--- config.mk ---
export PLATFORM = sky130hd
export DESIGN_NAME = core_data_tcdm_bridge
export DESIGN_NICKNAME = d
export VERILOG_FILES = /design/src/rtl/core_data_tcdm_bridge.sv
export SDC_FILE = /design/constraint.sdc
export NUM_CORES = 1
export LEC_CHECK = 0
export CAP_MARGIN = 0
export CORE_AREA = 2 2 85 87
export CTS_BUF_LIST = sky130_fd_sc_hd__clkbuf_8
export CTS_CLUSTER_SIZE = 14
export DETAILED_ROUTE_END_ITERATION = 16
export DIE_AREA = 0 0 87 89
export DONT_BUFFER_PORTS = 1
export PLACE_DENSITY_LB_ADDON = 0.2
export SETUP_SLACK_MARGIN = 0.05
export SYNTH_ARGS = -nofsm -noshare
export SYNTH_HDL_FRONTEND = slang
export SYNTH_SLANG_ARGS = --single-unit
--- constraint.sdc ---
create_clock -name clk_i -period 3.5 [get_ports clk_i]
set_clock_uncertainty 0.2 [all_clocks]
set_input_delay 0.35 -clock clk_i [delete_from_list [all_inputs] [get_ports clk_i]]
set_output_delay 0.35 -clock clk_i [all_outputs]
set_load 0.05 [all_outputs]
--- src/rtl/core_data_tcdm_bridge.sv ---
// ----------------------------------------------------------------------------
// core_data_tcdm_bridge
//
// Purpose: bridges a core data port onto an HCI/TCDM master port. Requests
// inside the TCDM window with no atomic operation are passed straight through
// combinationally. Anything else is answered locally with an error response
// one cycle after it is granted. In-flight TCDM transactions are counted so
// that the core never has more than MAX_OUTST of them outstanding.
//
// Configuration macro: BRIDGE_MISALIGN_CHK_EN
//   defined   -> addresses with addr[1:0] != 0 are treated as illegal
//   undefined -> misaligned window addresses go to TCDM word-aligned
//
// Ports:
//   clk_i, rst_i                    clock, asynchronous active-high reset
//   core_req_i .. core_atop_i       core data request
//   core_gnt_o .. core_exokay_o     core data grant / response
//   tcdm_req_o .. tcdm_data_o       TCDM request (tcdm_wen_o = 1 means read)
//   tcdm_gnt_i, tcdm_r_valid_i,
//   tcdm_r_data_i                   TCDM grant / response
// ----------------------------------------------------------------------------
module core_data_tcdm_bridge #(
  parameter int unsigned         ADDR_W    = 32,
  parameter int unsigned         DATA_W    = 32,
  parameter int unsigned         MAX_OUTST = 2,
  parameter logic [ADDR_W-1:0]   TCDM_BASE = 32'h0000_0000,
  parameter logic [ADDR_W-1:0]   TCDM_SIZE = 32'h0010_0000
) (
  input  logic                  clk_i,
  input  logic                  rst_i,
  // core data request
  input  logic                  core_req_i,
  input  logic [ADDR_W-1:0]     core_addr_i,
  input  logic                  core_we_i,
  input  logic [DATA_W/8-1:0]   core_be_i,
  input  logic [DATA_W-1:0]     core_wdata_i,
  input  logic [5:0]            core_atop_i,
  // core data response
  output logic                  core_gnt_o,
  output logic                  core_rvalid_o,
  output logic [DATA_W-1:0]     core_rdata_o,
  output logic                  core_err_o,
  output logic                  core_exokay_o,
  // TCDM master port
  output logic                  tcdm_req_o,
  input  logic                  tcdm_gnt_i,
  output logic [ADDR_W-1:0]     tcdm_add_o,
  output logic                  tcdm_wen_o,
  output logic [DATA_W/8-1:0]   tcdm_be_o,
  output logic [DATA_W-1:0]     tcdm_data_o,
  input  logic                  tcdm_r_valid_i,
  input  logic [DATA_W-1:0]     tcdm_r_data_i
);

  localparam int unsigned        CNT_W   = $clog2(MAX_OUTST + 1);
  localparam logic [CNT_W-1:0]   CNT_MAX = CNT_W'(MAX_OUTST);
  localparam logic [CNT_W-1:0]   CNT_ONE = CNT_W'(1'b1);
  localparam logic [CNT_W-1:0]   CNT_ZERO = {CNT_W{1'b0}};

  logic [CNT_W-1:0]   cnt_r;
  logic               err_pend_r;

  logic [ADDR_W:0]    off_s;
  logic               in_win_s;
  logic               aligned_s;
  logic [ADDR_W-1:0]  add_s;
  logic               legal_s;
  logic               idle_s;
  logic               slot_free_s;
  logic               tcdm_req_s;
  logic               ill_gnt_s;
  logic               hs_s;
  logic               rsp_s;

  // Address window / alignment classification of the current request.
  always_comb begin
    // one extra bit catches addresses below the base (borrow out of the subtract)
    off_s    = {1'b0, core_addr_i} - {1'b0, TCDM_BASE};
    in_win_s = ~off_s[ADDR_W] & (off_s[ADDR_W-1:0] < TCDM_SIZE);
`ifdef BRIDGE_MISALIGN_CHK_EN
    aligned_s = (core_addr_i[1:0] == 2'b00);
    add_s     = core_addr_i;
`else
    aligned_s = 1'b1;
    add_s     = {core_addr_i[ADDR_W-1:2], 2'b00};
`endif
    legal_s  = in_win_s & (core_atop_i == 6'd0) & aligned_s;
  end

  // Request steering, grant generation and response muxing.
  always_comb begin
    idle_s      = (cnt_r == CNT_ZERO);
    slot_free_s = (cnt_r < CNT_MAX);
    // reset gating keeps the request-driven outputs low while rst_i is high
    tcdm_req_s  = ~rst_i & core_req_i & legal_s & slot_free_s & ~err_pend_r;
    // an illegal request waits until everything in flight has drained so its
    // error response cannot overtake an earlier TCDM response
    ill_gnt_s   = ~rst_i & core_req_i & ~legal_s & idle_s & ~err_pend_r;
    hs_s        = tcdm_req_s & tcdm_gnt_i;
    // stray TCDM responses with nothing outstanding are dropped
    rsp_s       = tcdm_r_valid_i & ~idle_s;

    tcdm_req_o    = tcdm_req_s;
    tcdm_add_o    = add_s;
    tcdm_wen_o    = ~core_we_i;
    tcdm_be_o     = core_be_i;
    tcdm_data_o   = core_wdata_i;

    core_gnt_o    = hs_s | ill_gnt_s;
    core_rvalid_o = rsp_s | err_pend_r;
    core_err_o    = err_pend_r;
    core_exokay_o = 1'b0;
    if (rsp_s && !err_pend_r) begin
      core_rdata_o = tcdm_r_data_i;
    end else begin
      core_rdata_o = {DATA_W{1'b0}};
    end
  end

  // Outstanding TCDM transaction counter.
  always_ff @(posedge clk_i or posedge rst_i) begin
    if (rst_i) begin
      cnt_r <= CNT_ZERO;
    end else begin
      case ({hs_s, rsp_s})
        2'b10:   cnt_r <= cnt_r + CNT_ONE;
        2'b01:   cnt_r <= cnt_r - CNT_ONE;
        default: cnt_r <= cnt_r;
      endcase
    end
  end

  // Local error response, issued the cycle after an illegal grant.
  always_ff @(posedge clk_i or posedge rst_i) begin
    if (rst_i) begin
      err_pend_r <= 1'b0;
    end else begin
      err_pend_r <= ill_gnt_s;
    end
  end

endmodule

==> impl_results.md <==
- Status: complete, no violations
- RePlAce Congestion: roughly 0.6
- Slowest cell on crit path: dfrtp_1
- DRC viols: 0
- Initial antenna violation count: 0
- Worst slew pin tran: 0.581 ns
- Core area: 6720 sq um
- Most common cell after layout, fill and taps aside: and2_1
- Final hold vios: 0
- Routed Antenna Nets: 0
- Routed WL: ~2.5 mm
- Fraction of layout cells with a size suffix above 1: 12.9%
- Clock tree root driver cell: clkbuf_8
- Delay-heaviest family, CP: simple AND/OR/NAND/NOR gates
- Vias per inst: ~3.7
- Largest stage delay, worst path: 0.59 ns
- Max-slew headroom at the worst pin: 61.3%
- Most frequent cells in the layout: 33 x and2_1, 4 x inv_1, 4 x nor2_1
- Leakage: about 0.25 nW
- Max-slew violation count: 0
- Vias in the first global route: ~570
- CTS tree: built
- Arr. time, crit path: between 1.5 and 2 ns
- #FFs+latches synth: 3
- I/O pins: ~220
- CTS Buf Count: 3
- Synth warn: 0
- Synth unique cells: 20
- Clk_lat worst skew: about 0.22 ns
- PnR Total Power: 0.609 mW
- Crit path buffers/inverters: 0
- Die area: 7740 sq um
- Worst-path clk slew: 0.03 ns
- RSZ-0062 raised after global routing: false
- Synthesized cell area: a little under 1000 sq um
- Max-cap violations: 0
- Setup TNS: 0 ns
- Vias after detailed routing: approximately 560
- Total Nets Final: 184
- Avg WL per Cell: around 16 microns
- First-pass GRT wire length: 2.91 mm
- Crit share post-route: roughly 67%
- Filler cells: just under 800
- HP Class: in2reg
- CTS H-tree depth: 1
- Cell count after synthesis: approximately 130
- Element type at the critical path end: output port
- WP data required: ~3 ns
- Setup crit start kind: register
- Die Width: just under 90 microns
- Final min period: ~2.3 ns
- Num rows: 30
- Register area share after synthesis: between 7 and 8%
- Sink Count: 3
- Power Density: approximately 960 nW/um^2
- GR peak layer: met2
- Multi-input gate area: ~380 sq um
- Drt pass-1 iters: 2
- Initial Utilization: between 10 and 15%
- Register area: 75.1 sq um
- Met2 usage: approximately 8.5%
- CP cell instances: nor4b_2 > and2_1
- Syn_area_per_cell: 7.43 sq um
- CP max FO: 4
- Ant. Diodes: 0
- Initial detailed-routing violation count: 3
- R2r setup slk: ~1.4 ns
- Highest Clock Rate: roughly 430 MHz
- # setup viols final: 0
- Met3 usage: 5.26%
- Die Ht: around 90 microns
- Largest net degree at the start of global routing: 33
- All-Layer GR Usage: under 10%
- Peak supply drop: 0.0788 mV
- Global route overflow: 0
- Port buffer count: 0
- Clock tree buffer depth: 2
- Grt met1 use: around 3.6%
- Setup Crit Path Kind: reg2out
- Area delta synth->final: -35.9%
- Hpwl dp: between 2 and 2.5 mm
==> layer usage <==
layer	vias to the layer above	routed length (microns)
li1	211	-
met4	0	109
met5	-	0
met1	247	664
met2	81	1210
met3	20	473
==> state kept, by name, summed over array words and instances, names as in the netlist <==
signal / cells
cnt_r: 2
core_err_o: 1
==> final cells by class <==
type	instances	share of cell area (%)
Tap cell	80	15.8
Clock inverter	1	0.593
Timing Repair Buffer	3	3.95
Sequential cell	3	11.9
Multi-Input combinational cell	57	59.5
Clock buffer	3	6.52
Inverter	3	1.78
==> cells by family (layout without fill, tap and decap cells) <==
group | after synthesis | count (layout) | synth area share (%)
mux | 1 | 1 | 1.01
other cells | 1 | 3 | 0.379
fa+ha+maj | 1 | 1 | 1.27
flops | 3 | 3 | 7.59
xor+xnor | 3 | 3 | 2.66
compound gates | 1 | 1 | 0.506
simple gates | 48 | 48 | 31.5
buf+inv | 75 | 10 | 55.1
==> repair_timing <==
action / in CTS / in global routing
endpoints found under the hold margin: 3 / 0
setup buffers: 0 / 0
hold buffers: 1 / 0
gates resized for setup: 0 / 0
setup endpoints to repair: 0 / 0
==> stage by stage <==
step                setup WS (ns)  instances  instance area, sq um  util (%)  hold slack [ns]
detailed placement           1.35        145                   578      8.60          -0.0902
global route                 1.04        150                   633      9.42            0.156
floorplan                    1.05        135                   996         -          -0.0964
global placement             1.38        145                   578      8.60          -0.0909
finish                       1.16        150                   633      9.42            0.157
CTS                          1.12        150                   633      9.42            0.159
==> final timing paths <==
kind	from	end	depth (start not counted)
worst max register to register	core_err_o	cnt_r[1]	6
min in group asynchronous	rst_i	cnt_r[0]	2
worst max-delay path	core_err_o	tcdm_req_o	2
max in group asynchronous	rst_i	core_err_o	2
worst min-delay path	rst_i	core_err_o	3
worst min register to register	cnt_r[1]	cnt_r[1]	1
==> synthesized netlist by cell type (all sizes together) <==
| master | count | area [sq um] |
|---|---|---|
| buf | 69 | 518 |
| or4 | 1 | 11.3 |
| mux2i | 1 | 10.0 |
| ha | 1 | 12.5 |
| xor2 | 1 | 8.76 |
| nand4 | 1 | 12.5 |
| conb | 1 | 3.75 |
| dfrtp | 3 | 75.1 |
| nor4 | 3 | 18.8 |
| nand2b | 2 | 12.5 |
| and2 | 33 | 206 |
| clkbuf | 3 | 15.0 |
| nor2 | 5 | 26.3 |
| nand3 | 1 | 5.00 |
| inv | 3 | 11.3 |
| nand2 | 1 | 3.75 |
| nor4b | 1 | 15.0 |
| xnor2 | 2 | 17.5 |
| o21ai | 1 | 5.00 |
==> worst register-to-register path, delay by kind of cell, from the launching register on <==
kind	cells	cell delay [ns]
flip-flops	1	0.59
XOR/XNOR	2	0.29
adder cells (fa/ha/maj)	1	0.24
AND/OR/NAND/NOR	3	0.72
==> power by group <==
part | switching (mW) | total [mW] | internal, mW | leakage (nW)
registers | 0.0237 | 0.0731 | 0.0494 | 0.0371
clock network | 0.0245 | 0.0993 | 0.0748 | 0.0269
logic | 0.365 | 0.436 | 0.0716 | 0.188
No activity file was read; power rests on OpenSTA's default activity.
==> patch 1: new RTL, same flow settings <==
Add a define of `BRIDGE_MISALIGN_CHK_EN`.
--- a/src/rtl/core_data_tcdm_bridge.sv
+++ b/src/rtl/core_data_tcdm_bridge.sv
@@ -19,6 +19,8 @@
 //   tcdm_gnt_i, tcdm_r_valid_i,
 //   tcdm_r_data_i                   TCDM grant / response
 // ----------------------------------------------------------------------------
+`define BRIDGE_MISALIGN_CHK_EN
+
 module core_data_tcdm_bridge #(
   parameter int unsigned         ADDR_W    = 32,
   parameter int unsigned         DATA_W    = 32,
Behaviour: not the same (Yosys sat finds a counterexample within 4 cycles, from zero or initial values and one cycle with rst_i high).
==> patch 1 against the original RTL <==
Sequential power grew 5.9%. Utilization down 0.22 points. Power down 1.5%. Worst setup slack lost 0.34 ns. Cell area down 2.4%. Routed wire length down 5.7%. Area after synthesis unchanged. Synthesized cell count grew 0.75%. Sequential cell count unchanged. Count of clock-buffer cells in the layout stayed put.
==> patch 1: results (changes against the original RTL) <==
outcome: "complete, no violations"
crit_path_max_fanout: 32  # +28
synth.area.top_cells: "buf_4, and2_1, dfrtp_1"
grt_usage: 0.0461  # -0.00733
crit_arrival_ns: 2.13  # +0.34 ns
p_leak_nw: 0.226  # -10%
drtIter0Drc: 13  # +10
final.min_clock_period_ns: 2.68  # +0.336 ns
vias: 562  # +0.54%
drive_gt1_frac: 0.118  # -0.0109
met3_usage: 0.0536  # +0.000923
dpl-instance-area_um2: 563  # -2.6%
gp_congestion: 0.589  # -0.93%
relSlewSlack: 0.451  # -0.162
netlist-cell-type-count: 19  # -5.0%
reg2reg_slack_ns: 1.32  # -0.07 ns
pre_cts_ws_ns: 0.998  # -0.356 ns
grt_pass1_wl_um: 2620  # -9.9%
grt_use_met2: 0.0583  # -0.0271
grt_pass1_vias: 494  # -14%
dp_hpwl_um: 2010  # -4.8%
vdd_drop_max_mv: 0.0984  # +25%
grtUsageMet1: 0.0478  # +0.0120
synthTopCellsByCount: "buf_4, and2_1, nor4_1"
num-fill-cells: 779  # +0.26%
routed_wl_um: 2310  # -5.7%
[patch 1: cells by family (layout without fill, tap and decap cells)]
family / after synthesis / after routing / share of synthesized area
other: 1 / 1 / 0.00379
AOI/OAI and AO/OA: 1 / 1 / 0.00886
DFF: 3 / 3 / 0.0759
adders and majority gates: 1 / 1 / 0.0127
muxes: 1 / 1 / 0.0101
buffers and inverters: 75 / 9 / 0.551
xor gates and xnor gates: 3 / 3 / 0.0266
and+or+nand+nor: 49 / 49 / 0.311
[patch 1: per-layer routing]
layer,wire length (um),vias to the layer above
li1,-,211
met1,801,265
met2,1060,82
met3,433,4
met4,19,0
met5,0,-
[patch 1: worst max-delay path: stages, from the launching register on]
cell and delay, ns:
dfrtp_1 0.59, nor2_2 0.75, and2_1 0.56
[patch 1: path summary, 6_finish.rpt]
path / start / end / depth (start not counted)
min in group asynchronous: rst_i / cnt_r[0] / 2
worst max register to register: core_err_o / cnt_r[1] / 5
max in group asynchronous: rst_i / cnt_r[1] / 2
worst max-delay path: core_err_o / core_rdata_o[0] / 2
worst min-delay path: rst_i / core_err_o / 3
worst min register to register: cnt_r[0] / cnt_r[0] / 1
[patch 1: stage by stage]
step / cells / hold slack [ns] / utilization / power [mW]
5_1_grt: 148 / 0.185 / 0.0920 / 0.631
3_5_place_dp: 143 / -0.0845 / 0.0838 / 0.506
4_1_cts: 148 / 0.161 / 0.0920 / 0.607
6_report: 148 / 0.159 / 0.0920 / 0.600
3_3_place_gp: 143 / -0.0877 / 0.0838 / 0.497
2_1_floorplan: 134 / -0.0964 / - / 0.687
[patch 1: cell type report]
cell class / instances / area (um^2) / share of cell area
Tap cell: 80 / 100 / 0.162
Timing Repair Buffer: 2 / 17.5 / 0.0283
Sequential cell: 3 / 75.1 / 0.121
Clock inverter: 1 / 3.75 / 0.00607
Inverter: 3 / 11.3 / 0.0182
Clock buffer: 3 / 41.3 / 0.0668
Multi-Input combinational cell: 56 / 369 / 0.597
[patch 1: where the power goes]
group	internal [mW]	switching (mW)	leakage, nW
Sequential	0.0494	0.0281	0.0371
Clock	0.0747	0.0228	0.0269
Combinational	0.0678	0.357	0.162
[patch 1: what timing repair did]
action	4_1_cts	5_1_grt
hold buffers	1	0
buffers inserted	0	0
gates resized for setup	0	0
hold endpoints to repair	3	0
endpoints found under the setup margin	0	0
==> patch 2: new RTL, same flow settings <==
Made on the original files. Put a register stage on the output `core_err_o`, with the module's reset. The value now appears one clock later. The other outputs are not delayed to match.
--- a/src/rtl/core_data_tcdm_bridge.sv
+++ b/src/rtl/core_data_tcdm_bridge.sv
@@ -57,6 +57,8 @@
   localparam logic [CNT_W-1:0]   CNT_ONE = CNT_W'(1'b1);
   localparam logic [CNT_W-1:0]   CNT_ZERO = {CNT_W{1'b0}};
 
+  logic core_err_d;
+
   logic [CNT_W-1:0]   cnt_r;
   logic               err_pend_r;
 
@@ -108,7 +110,7 @@
 
     core_gnt_o    = hs_s | ill_gnt_s;
     core_rvalid_o = rsp_s | err_pend_r;
-    core_err_o    = err_pend_r;
+    core_err_d    = err_pend_r;
     core_exokay_o = 1'b0;
     if (rsp_s && !err_pend_r) begin
       core_rdata_o = tcdm_r_data_i;
@@ -139,5 +141,13 @@
     end
   end
 
+  always_ff @(posedge clk_i or posedge rst_i) begin
+    if (rst_i) begin
+      core_err_o <= '0;
+    end else begin
+      core_err_o <= core_err_d;
+    end
+  end
+
 endmodule
 
Behaviour: not the same (a bounded check fails within 4 cycles, from zero or initial values and one cycle with rst_i high).
==> patch 2 against the original RTL <==
Global-route usage down 1.1 points. Worst setup slack better by 0.18 ns. Routed wire length down 13%. Final cell count unchanged. Sequential cell count up 1. Area after synthesis up 2.5%. Cell area up 3.4%. Power up 2.1%. Synthesized cell count up 0.75%. Critical path type unchanged.
==> patch 2: results (changes against the original RTL) <==
drtIter0Drc: 5  # +2
crit_path_max_fanout: 32  # +28
gp_congestion: 0.607  # +2.2%
grt_max_degree: 33  # unchanged
drtPass1Iterations: 2  # unchanged
outcome: "complete, no violations"
netlist-cell-type-count: 20  # unchanged
viasPerCell: 3.53  # -5.4%
fin_setup_tns_ns: 0  # unchanged
cp-startpoint: "cnt_r[0]"
synthTopCellsByCount: "buf_4, and2_1, dfrtp_1, nor2_1"
regToRegEndpoint: "cnt_r[1]"
htreeDepth: 1  # unchanged
switching_share: 0.665  # -0.0130
vdd_drop_max_mv: 0.102  # +29%
synth-seq-area-share: 0.0988  # +0.0228
cp-endpoint: "core_rdata_o[16]"
r2r_cells: 5  # -1
reg2reg_slack_ns: 1.59  # +0.20 ns
largest_reg_flops: 2  # unchanged
p_switching_mw: 0.413  # +0.13%
hp-class: "input pin to flip-flop"
clk_path_buf_depth: 2  # unchanged
slew_viol_final: 0  # unchanged
fin_nets: 185  # +0.54%
grt_pass1_vias: 498  # -13%
antenna_found_initial: 0  # unchanged
portBuffers: 0  # unchanged
maxCapViolCount: 0  # unchanged
p_leak_nw: 0.260  # +3.3%
dp_hpwl_um: 1830  # -13%
wl_per_cell_um: 14.3  # -13%
regMostFlops: "cnt_r"
synth_ff_type: "dfrtp_1"
clock_latency_ns: 0.22  # about the same
cts_root_buffer: "clkbuf_8"
path_clk_slew_ns: 0.03  # about the same
cts_buffers: 3  # unchanged
async_reset_ff_frac: 1.00  # unchanged
grt_usage: 0.0429  # -0.0106
reg2reg_from: "cnt_r[1]"
grt_pass1_wl_um: 2410  # -17%
relSlewSlack: 0.604  # -0.00851
n_antenna_cell: 0  # unchanged
drive_gt1_frac: 0.129  # unchanged
yosysWarningCount: 0  # unchanged
finalSetupViolCount: 0  # unchanged
synth.area.top_cells: "buf_4, and2_1, dfrtp_1"
crit_arrival_ns: 1.61  # -0.18 ns
-- patch 2: metrics by stage --
stage	cells	instance area (um^2)	hold WS [ns]	power, mW	worst slack (ns)
finish	150	654	0.164	0.621	1.34
global route	150	654	0.199	0.651	1.22
detailed placement	146	603	-0.0637	0.526	1.39
floorplan	136	1020	-0.0839	0.697	1.05
global placement	146	603	-0.0723	0.522	1.45
CTS	150	654	0.167	0.629	1.31
-- patch 2: how the worst min path moves through the flow --
stage / from / endpoint / cells after the start
detailed placement: rst_i / core_err_d / 1
finish: rst_i / core_err_d / 3
global route: rst_i / core_err_d / 3
floorplan: rst_i / cnt_r[0] / 1
CTS: rst_i / core_err_d / 3
global placement: rst_i / core_err_o / 1
-- patch 2: what timing repair did --
| action | 4_1_cts | 5_1_grt |
|---|---|---|
| endpoints found under the hold margin | 4 | 0 |
| hold buffers | 1 | 0 |
| resized for setup | 0 | 0 |
| setup buffers | 0 | 0 |
-- patch 2: kinds of logic (layout without fill, tap and decap cells) --
group | after synthesis | in the layout | synth area share
compound gates | 1 | 1 | 0.00493
xor+xnor | 3 | 3 | 0.0259
fa+ha+maj | 1 | 1 | 0.0123
buf+inv | 75 | 9 | 0.537
flops | 4 | 4 | 0.0988
mux | 1 | 1 | 0.00988
other cells | 1 | 3 | 0.00370
simple gates | 48 | 48 | 0.307
-- patch 2: area by class of cell --
cell class	instances	area [um^2]
Inverter	3	11.3
Sequential cell	4	100
Fill cell	771	6060
Multi-Input combinational cell	57	377
Tap cell	80	100
Clock buffer	3	41.3
Timing Repair Buffer	3	25.0
-- patch 2: power by group through the flow --
stage          logic [mW]  registers [mW]  clock network, mW
6_report            0.435          0.0871             0.0997
5_1_grt             0.458          0.0885              0.104
4_1_cts             0.440          0.0873              0.101
3_5_place_dp        0.438          0.0878                  0
3_3_place_gp        0.436          0.0869                  0
2_1_floorplan       0.614          0.0830                  0
-- patch 2: layer usage --
| metal | routed length (um) | track usage |
|---|---|---|
| met5 | 0 | 0 |
| met4 | 99 | 0.0398 |
| met3 | 342 | 0.0305 |
| met2 | 1080 | 0.0708 |
| met1 | 619 | 0.0330 |
-- patch 2: critical path: stages (launching register included) --
cell and delay, ns:
dfrtp_1 0.41, o21ai_1 0.13, nor2_1 0.10, buf_4 0.25
and2_1 0.49
